File: config.mk
export PLATFORM = sky130hd
export DESIGN_NAME = ex_mem_stage
export DESIGN_NICKNAME = d
export VERILOG_FILES = /design/src/rtl/ex_mem_stage.sv
export SDC_FILE = /design/constraint.sdc
export NUM_CORES = 1
export LEC_CHECK = 0
export CORE_MARGIN = 2
export CORE_UTILIZATION = 34
export CTS_CLUSTER_DIAMETER = 40
export CTS_CLUSTER_SIZE = 20
export DETAILED_ROUTE_END_ITERATION = 10
export PLACE_DENSITY = 0.77
export SETUP_SLACK_MARGIN = 0.5
export SLEW_MARGIN = 20
export SYNTH_ARGS = -nofsm -noshare
export SYNTH_HDL_FRONTEND = slang
export SYNTH_SLANG_ARGS = --single-unit
File: constraint.sdc
create_clock -name clk -period 1.4 [get_ports clk]
set_input_delay 0.28 -clock clk [delete_from_list [all_inputs] [get_ports clk]]
set_output_delay 0.28 -clock clk [all_outputs]
set_load 0.05 [all_outputs]
File: src/rtl/ex_mem_stage.sv
// EX/MEM pipeline register of the MIPS-Lite core: result select, stall/flush,
// misaligned-access detection, EX/MEM forwarding source and a bubble counter.
module ex_mem_stage #(
    parameter int unsigned DW        = 32,
    parameter logic [5:0]  SRL_FUNCT = 6'b000010,
    parameter int unsigned CNT_W     = 16
) (
    input  logic             clk,
    input  logic             reset,
    input  logic             ex_valid,
    input  logic [5:0]       ex_opcode,
    input  logic [5:0]       ex_funct,
    input  logic [DW-1:0]    alu_result,
    input  logic [DW-1:0]    shift_result,
    input  logic [DW-1:0]    ex_store_data,
    input  logic [4:0]       ex_rd,
    input  logic             ex_regwrite,
    input  logic             ex_memread,
    input  logic             ex_memwrite,
    input  logic             stall,
    input  logic             flush,
    output logic             mem_valid,
    output logic [DW-1:0]    mem_result,
    output logic [DW-1:0]    mem_store_data,
    output logic [4:0]       mem_rd,
    output logic             mem_regwrite,
    output logic             mem_memread,
    output logic             mem_memwrite,
    output logic             mem_misalign,
    output logic             fwd_en,
    output logic [4:0]       fwd_rd,
    output logic [DW-1:0]    fwd_data,
    output logic [CNT_W-1:0] bubble_cnt
);

    logic [DW-1:0] sel_result;
    logic          misalign;
    logic          bubble;

    always_comb begin
        sel_result = alu_result;
        if (ex_opcode == 6'd0 && ex_funct == SRL_FUNCT)
            sel_result = shift_result;
    end

    assign misalign = (ex_memread | ex_memwrite) & (sel_result[1:0] != 2'b00);
    // Flush beats stall; an empty EX slot only becomes a bubble when not stalled.
    assign bubble   = flush | (~stall & ~ex_valid);

    always_ff @(posedge clk) begin
        if (!reset) begin
            mem_valid      <= 1'b0;
            mem_result     <= '0;
            mem_store_data <= '0;
            mem_rd         <= '0;
            mem_regwrite   <= 1'b0;
            mem_memread    <= 1'b0;
            mem_memwrite   <= 1'b0;
            mem_misalign   <= 1'b0;
            bubble_cnt     <= '0;
        end else if (bubble) begin
            mem_valid      <= 1'b0;
            mem_result     <= '0;
            mem_store_data <= '0;
            mem_rd         <= '0;
            mem_regwrite   <= 1'b0;
            mem_memread    <= 1'b0;
            mem_memwrite   <= 1'b0;
            mem_misalign   <= 1'b0;
            if (bubble_cnt != '1)
                bubble_cnt <= bubble_cnt + CNT_W'(1);
        end else if (!stall) begin
            mem_valid      <= 1'b1;
            mem_result     <= sel_result;
            mem_store_data <= ex_store_data;
            mem_rd         <= ex_rd;
            mem_regwrite   <= ex_regwrite & (ex_rd != 5'd0);
            mem_memread    <= ex_memread;
            mem_memwrite   <= ex_memwrite & ~misalign;
            mem_misalign   <= misalign;
        end
    end

    // Load results are not forwarded from here; the MEM stage supplies them.
    assign fwd_en   = mem_valid & mem_regwrite & ~mem_memread;
    assign fwd_rd   = mem_rd;
    assign fwd_data = mem_result;

endmodule
* After elaboration in Yosys (flattened, before gate mapping)
Index checks and enable logic that the tools add are counted.
** Storage, ports and cells
- Register bits :: 90
- Input port bits :: 121
- Output and inout port bits :: 128
- Logic and storage cells :: 32
** Operators by class
- $add $sub $neg :: 1
- Equality and inequality tests :: 2
- Mux-type cells :: 1
- Bitwise logic cells :: 13
- Reduce and logical (&&, ||, !) cells :: 6
** Operators by type and width (number)
- $mux W32 :: 1
- $add A16 B1 Y16 const B :: 1
- $ne A16 B16 Y1 const B :: 1
- $and A1 B1 Y1 :: 6
- $eq A6 B2 Y1 const B :: 1
- $logic_not A6 Y1 :: 1
- $not A1 Y1 :: 5
- $reduce_bool A5 Y1 :: 1
- $or A1 B1 Y1 :: 2
- $reduce_and A2 Y1 :: 1
- $reduce_bool A2 Y1 :: 1
- $reduce_or A2 Y1 :: 1
- $logic_and A1 B1 Y1 :: 1

* Longest topological paths before layout
Gate-level depths: netlist of the first run.
- Word-level depth :: 7
- Depth in mapped cells :: 7
- Mapped depth without buffers :: 6

* Worst setup path after synthesis of the first run
Ideal clock, no wire load.
- Path kind :: reg2reg
- From :: reg bubble_cnt[2]
- To :: reg bubble_cnt[13]
- Setup time :: 0.120 ns
- Arrival time :: 1.849 ns
- Required time :: 1.280 ns
- Setup slack :: -0.569 ns
- Cell stages (with the launch flop) :: 6
- Buffers on the path :: 0
- Clock period less this slack :: 1.969 ns
- Cell sequence :: dfxtp_1 and4_4 nand4_4 nor4_4 nand3_1 mux2i_1
** On the way
- Word-level cells in the longest chain between the ends :: 2
- Elaborated cells between the ends (all ways) :: 3
- Those cells by class :: add/sub (1); eq/ne (1); reduce/logical (1)
** RTL lines
- start: declaration :: RTL line 33 : output logic [CNT_W-1:0] bubble_cnt
- start signal: assignment :: RTL line 71 : bubble_cnt <= bubble_cnt + CNT_W'(1);
- branches (longest 2 deep; another with $add A16 B1 Y16)
Several ways; the timed one is not identified.
A chain may end at the register's enable or synchronous reset.

* Worst setup path after layout of the first run
- From :: reg bubble_cnt[1]
- To :: reg bubble_cnt[3]
The elaborated chain is that of the path after synthesis.

==> results of run 1 <==
routing by layer:
layer / GRT usage / vias to the layer above / wire (µm)
met2: 0.437 / 248 / 10800
li1: - / 2040 / -
met3: 0.0680 / 60 / 1400
met1: 0.238 / 2171 / 6780
met5: 0 / - / 0
met4: 0.0876 / 0 / 745
worst max-delay path, cell delays in order (launching register included):
cell,delay [ns]
dfxtp_4,0.37
ha_4,0.15
nand4_1,0.18
buf_4,0.23
o31a_1,0.34
nand4_1,0.17
mux2i_1,0.18
cell type report:
| type | count | area (µm²) |
|---|---|---|
| Inverter | 1 | 3.75 |
| Multi-Input combinational cell | 274 | 2640 |
| Clock buffer | 9 | 225 |
| Tap cell | 168 | 210 |
| Fill cell | 557 | 1960 |
| Sequential cell | 90 | 2080 |
| Timing Repair Buffer | 349 | 4890 |
| Antenna cell | 1 | 2.50 |
| Clock inverter | 7 | 55.1 |
sequential cells by signal, summed over array words and instances (netlist names):
name,count
mem_valid,1
mem_misalign,1
mem_regwrite,1
bubble_cnt,16
fwd_data,32
mem_store_data,32
mem_memwrite,1
mem_memread,1
fwd_rd,5
cells in the final DEF (no fill, tap or decap), types with 4 or more instances in the layout:
master,netlist,final
clkbuf_2,0,4
nor2_4,0,20
nand4_1,6,6
clkdlybuf4s50_1,0,100
clkbuf_16,0,13
mux2_4,0,28
buf_6,0,39
mux2i_2,0,4
buf_2,8,5
nand2_1,18,16
mux2i_4,0,13
nand2b_1,6,6
dfxtp_4,0,65
nor4_4,1,4
buf_12,0,135
and2_1,8,7
nor2_1,78,54
xor2_1,5,5
mux2_2,4,4
dfxtp_2,0,25
nand3_1,6,5
buf_16,0,5
nor2_2,0,4
mux2i_1,76,59
buf_4,37,50
worst max path at each step:
stage | depth (start not counted) | end
2_1_floorplan | 5 | bubble_cnt[3]
3_3_place_gp | 7 | fwd_data[21]
3_5_place_dp | 7 | fwd_data[22]
4_1_cts | 7 | bubble_cnt[0]
5_1_grt | 7 | bubble_cnt[6]
6_report | 6 | bubble_cnt[3]
power by group through the flow:
| stage | logic [mW] | registers [mW] | clock network, mW |
|---|---|---|---|
| after floorplan | 0.533 | 2.90 | 0 |
| after global placement | 1.52 | 2.71 | 0 |
| after detailed placement | 1.55 | 2.72 | 0 |
| after CTS | 1.59 | 2.65 | 2.39 |
| after global routing | 1.96 | 2.65 | 2.54 |
| final | 1.90 | 2.64 | 2.42 |
per-stage QoR:
step	hold WS [ns]	setup slack (ns)	setup TNS [ns]	instances
2_1_floorplan	0.421	-0.182	-4.34	424
3_3_place_gp	0.493	-0.594	-29.74	817
3_5_place_dp	0.493	-0.723	-36.19	817
4_1_cts	0.196	-0.117	-1.54	856
5_1_grt	0.239	-0.319	-5.99	898
6_report	0.230	-0.300	-4.22	899
timing repair:
action / CTS / global route
gates cloned: 4 / 6
gates resized for setup: 130 / 127
setup buffers: 19 / 36
pin swaps: 32 / 16
endpoints found under the setup margin: 218 / 218
cell families after synthesis:
logic type               count (synthesis)  share of synthesized area
multiplexers                           108                      0.267
AO/OA/AOI/OAI                           16                     0.0309
AND/OR/NAND/NOR                        143                      0.170
adder cells (fa/ha/maj)                  1                    0.00297
XOR/XNOR                                 6                     0.0125
buffers and inverters                   60                     0.0889
flip-flops                              90                      0.428
==> impl_metrics.tcl, run 1 <==
set metrics [dict create \
    routabilityCongestion 0.771 \
    start_util 0.349 \
    io_buffers 248 \
    syn_area_per_cell_um2 9.92 \
    fin_ws_ns -0.300 \
    die_h_um 115 \
    leakage_nw 4.21 \
    first_iter_violations 158 \
    antenna_found_initial 0 \
    reg2reg_from "bubble_cnt[1]" \
    synth_top_area_share 0.428 \
    crit_start "bubble_cnt[1]" \
    holdPathEnd "fwd_rd[0]" \
    synthCells 424 \
    clock_latency_ns 0.36 \
    io_pins 249 \
    synth_edf_count 0 \
    vias_per_cell 5.03 \
    grt_util_all_layers 0.231 \
    ant_nets 0 \
    slew_headroom 0.797 \
    intPower_mw 4.84 \
    postPlaceCellArea_um2 8530 \
    fin_worst_skew_ns 0.0123 \
    worstMarginPinSlew_ns 0.296 \
    path_class "reg -> reg" \
    setup_viol 46 \
    grt_pass1_wl_mm 23.7 \
    hp-start "ex_rd[0]" \
    reg2reg_depth 6 \
    seq_power_share 0.380 \
    synthFlopType "dfxtp_1" \
    whs_path_depth 3 \
    hold_viol_final 0 \
    ys_seq_elements 90 \
    period_share 1.21 \
    switching_power_mw 2.12 \
    nets 847 \
    core_area_um2 12100 \
    yosysMostFrequentCell "dfxtp_1" \
    clk_path_buf_depth 2 \
    num_vias 4519 \
    worst_ep_arrival_time_ns 1.98 \
    fin_util 0.837 \
    syn_nets 546 \
    cts_sinks 90 \
    cts_hold_buf 0 \
    max_freq_ghz 0.588 \
    overflow 0 \
    post_drt_wl_per_cell_um 22.0 \
    dieArea_um2 13300 \
    final_area_um2 10100 \
    p_comb_frac 0.273 \
    htree_levels 3 \
    violations "setup timing" \
    rows 40 \
    drive_above_1_share 0.625 \
    grt_max_degree 44 \
    path_clk_slew_ns 0.08 \
    synth_common_cells "dfxtp_1 (90), nor2_1 (78), mux2i_1 (76), buf_4 (37), mux2_1 (28)" \
    area_growth_pct 140 \
    yosysWarnings 0 \
    fin_crit_ns 1.70 \
    syn-cell-area_um2 4210 \
    hp-class "in -> reg" \
    p_clk_frac 0.347 \
    first_pass_iters 4 \
    maxSlewViolCount 0 \
    power_mw 6.97 \
    cts_buffers 9 \
    yosys.cell_types.count 39 \
    vdd_drop_max_uv 764 \
    synth_area_leaders "dfxtp_1 (43%), mux2i_1 (18%), mux2_1 (7.5%), nor2_1 (7.0%), buf_4 (6.6%)" \
    drc 0 \
    maxCapViolations 0 \
    rrSetupSlack_ns -0.30 \
    endpoint_kind "flip-flop" \
    crit_fanout 4 \
    grt_pass1_vias 4523 \
    yosysTopAreaCell "dfxtp_1" \
    p_per_area_nw_per_um2 690 \
    fp.dieW_um 115 \
    switching_share 0.305 \
    ys_seq_area_frac 0.428 \
    cts-root-buf "clkbuf_16" \
    async_flop_share 0 \
    critical_path_required_ns 1.68 \
    status "complete, but fails checks" \
    dp_hpwl_mm 11.0 \
    cts_tree "built" \
    rsz0062_at_grt "true" \
    routed_wl_mm 19.8 \
    reg2reg_to "bubble_cnt[3]" \
    worstSetupStartpointType "flip-flop" \
]
No activity file was read; power rests on OpenSTA's default activity.
==> run 2: changes to the inputs <==
- ABC_AREA: unset -> 1
- CORE_MARGIN: 2 -> 4
- CORE_UTILIZATION: 34 -> 42
- PLACE_DENSITY: 0.77 -> 0.87
- clock period: 1.4 -> 2.12 ns (I/O delays scaled with it)
==> run 2 against run 1 <==
  * The run now ends clean
  * Highest routed layer unchanged
  * Count of clock-buffer cells in the layout unchanged
  * Cell area decreased by 28%
  * Non-clock buffer count decreased by 80
  * Largest power group unchanged
  * Synthesized cell count increased by 56%
  * Area after synthesis increased by 5.5%
  * Critical endpoint is now fwd_data[10]
==> impl_metrics.tcl, run 2 <==
set metrics [dict create \
    hp-class "reg -> reg" \
    p_per_area_nw_per_um2 523 \
    switching_share 0.321 \
    synth_area_leaders "dfxtp_1 (41%), nand2_1 (16%), nor2_1 (8.1%), nand3_1 (7.4%), buf_4 (6.4%)" \
    overflow 0 \
    async_flop_share 0 \
    slew_headroom 0.721 \
    status "complete, no violations" \
    clock_latency_ns 0.35 \
    worstSetupStartpointType "input port" \
    yosys.cell_types.count 32 \
    routabilityCongestion 0.887 \
    fin_util 0.704 \
    path_clk_slew_ns 0.10 \
    leakage_nw 3.17 \
    core_area_um2 10300 \
    io_pins 249 \
    fin_worst_skew_ns 0.0217 \
    io_buffers 248 \
    fin_crit_ns 1.58 \
    htree_levels 3 \
    grt_pass1_vias 4549 \
    seq_power_share 0.468 \
    dp_hpwl_mm 10.9 \
    syn_area_per_cell_um2 6.69 \
    yosysTopAreaCell "dfxtp_1" \
    most-common-layout-cells "nand2_1 (192), clkdlybuf4s50_1 (114), clkdlybuf4s15_2 (111)" \
    clk_path_buf_depth 2 \
    synthFlopType "dfxtp_1" \
    p_comb_frac 0.231 \
    worst_ep_arrival_time_ns 1.83 \
    synth_common_cells "nand2_1 (193), nor2_1 (96), dfxtp_1 (90), nand3_1 (66), a21oi_1 (51)" \
    power_mw 3.80 \
    area_growth_pct 63.7 \
    seq_area_um2 1820 \
    final_area_um2 7260 \
    whs_path_depth 2 \
    post_drt_wl_per_cell_um 14.5 \
    vias_per_cell 4.84 \
    antenna_cells 0 \
    path_class "in -> reg" \
    setup_viol 0 \
    grt_pass1_wl_mm 22.9 \
    layout_commonest_cell "nand2_1" \
    synth_edf_count 0 \
    ant_nets 0 \
    period_share 0.747 \
    p_clk_frac 0.301 \
    ys_seq_area_frac 0.406 \
    grt_max_degree 60 \
    syn-cell-area_um2 4440 \
    rows 37 \
    syn_nets 785 \
    nets 992 \
    worstMarginPinSlew_ns 0.413 \
    reg2reg_depth 9 \
    cts-root-buf "clkbuf_8" \
    antenna_found_initial 0 \
    switching_power_mw 1.22 \
    cts_buffers 9 \
    endpoint_kind "flip-flop" \
    maxSlewViolCount 0 \
    num-fill-cells 816 \
    drive_above_1_share 0.226 \
    fp.dieW_um 111 \
    num_vias 4893 \
    cts_tree "built" \
    maxCapViolations 0 \
    vdd_drop_max_uv 445 \
    ys_seq_elements 90 \
    crit_fanout 10 \
    start_util 0.430 \
    multi_input_area_um2 2050 \
    hold_viol_final 0 \
    synthCells 663 \
    intPower_mw 2.58 \
    routed_wl_mm 14.7 \
    grt_util_all_layers 0.224 \
    postPlaceCellArea_um2 6820 \
    first_iter_violations 372 \
    synth_top_area_share 0.406 \
    die_h_um 111 \
    rsz0062_at_grt "false" \
    tns_ns 0 \
    critical_path_required_ns 2.37 \
    drc 0 \
    cts_sinks 90 \
    yosysWarnings 0 \
    max_freq_ghz 0.632 \
    first_pass_iters 4 \
    yosysMostFrequentCell "nand2_1" \
    dieArea_um2 12300 \
]
run 2: cell count changes after synthesis, sizes merged, moves of 6 or more:
cell / change
nor2: +22
nand2b: -6
a21oi: +50
buf: +10
mux2i: -76
nand2: +176
o21ai: +6
and2: -7
inv: +51
nand3: +58
mux2: -32
run 2: worst paths after layout:
path	start	end	slack (ns)
worst max-delay path	ex_funct[1]	fwd_data[10]	0.54
worst min-delay path	mem_store_data[2]	mem_store_data[2]	0.47
worst max register to register	bubble_cnt[0]	bubble_cnt[3]	0.59
worst min register to register	mem_store_data[2]	mem_store_data[2]	0.47
run 2: stage by stage:
stage | hold WS (ns) | instances | setup WS (ns)
detailed placement | 0.456 | 991 | 0.0763
global placement | 0.451 | 991 | 0.117
floorplan | 0.537 | 663 | 0.502
finish | 0.469 | 1011 | 0.537
CTS | 0.472 | 1007 | 0.392
global route | 0.486 | 1011 | 0.478
run 2: metal layers:
| metal | share of wire | track usage |
|---|---|---|
| met1 | 0.42 | 0.277 |
| met2 | 0.50 | 0.392 |
| met3 | 0.065 | 0.0546 |
| met4 | 0.015 | 0.0525 |
| met5 | 0 | 0 |
run 2: power groups by stage:
stage               combinational (mW)  sequential, mW  clock (mW)
floorplan                        0.325            1.98           0
finish                           0.878            1.78        1.15
detailed placement               0.888            1.82           0
global placement                 0.882            1.82           0
global route                     0.936            1.79        1.25
CTS                              0.871            1.78        1.18
run 2: cells by family (layout without fill, tap and decap cells):
group	Yosys count	after routing	synth area share
AO/OA/AOI/OAI	67	67	0.0832
XOR/XNOR	8	8	0.0158
adder cells (fa/ha/maj)	1	1	0.00282
buffers and inverters	125	337	0.146
flip-flops	90	90	0.406
AND/OR/NAND/NOR	372	372	0.347
run 2: area by class of cell:
| type | count | share of cell area |
|---|---|---|
| clock buffer | 9 | 0.0171 |
| sequential | 90 | 0.250 |
| inverter | 52 | 0.0270 |
| tap | 136 | 0.0234 |
| timing repair buffer | 269 | 0.390 |
| clock inverter | 7 | 0.0102 |
| multi-input combinational | 448 | 0.282 |
run 2: timing repair:
| item | CTS | global route |
|---|---|---|
| pin swaps | 2 | 8 |
| endpoints found under the setup margin | 169 | 52 |
| gates cloned | 0 | 2 |
| resized for setup | 372 | 47 |
| buffers inserted | 0 | 2 |
| hold buffers | 0 | 0 |
run 2: worst max-delay path, stage by stage:
cell             delay, ns
clkdlybuf4s50_1       0.46
inv_1                 0.05
nor2_1                0.08
and3_4                0.22
nand2_4               0.10
buf_4                 0.20
nand2_1               0.07
nand3_1               0.10
nand2_1               0.08
inv_1                 0.04
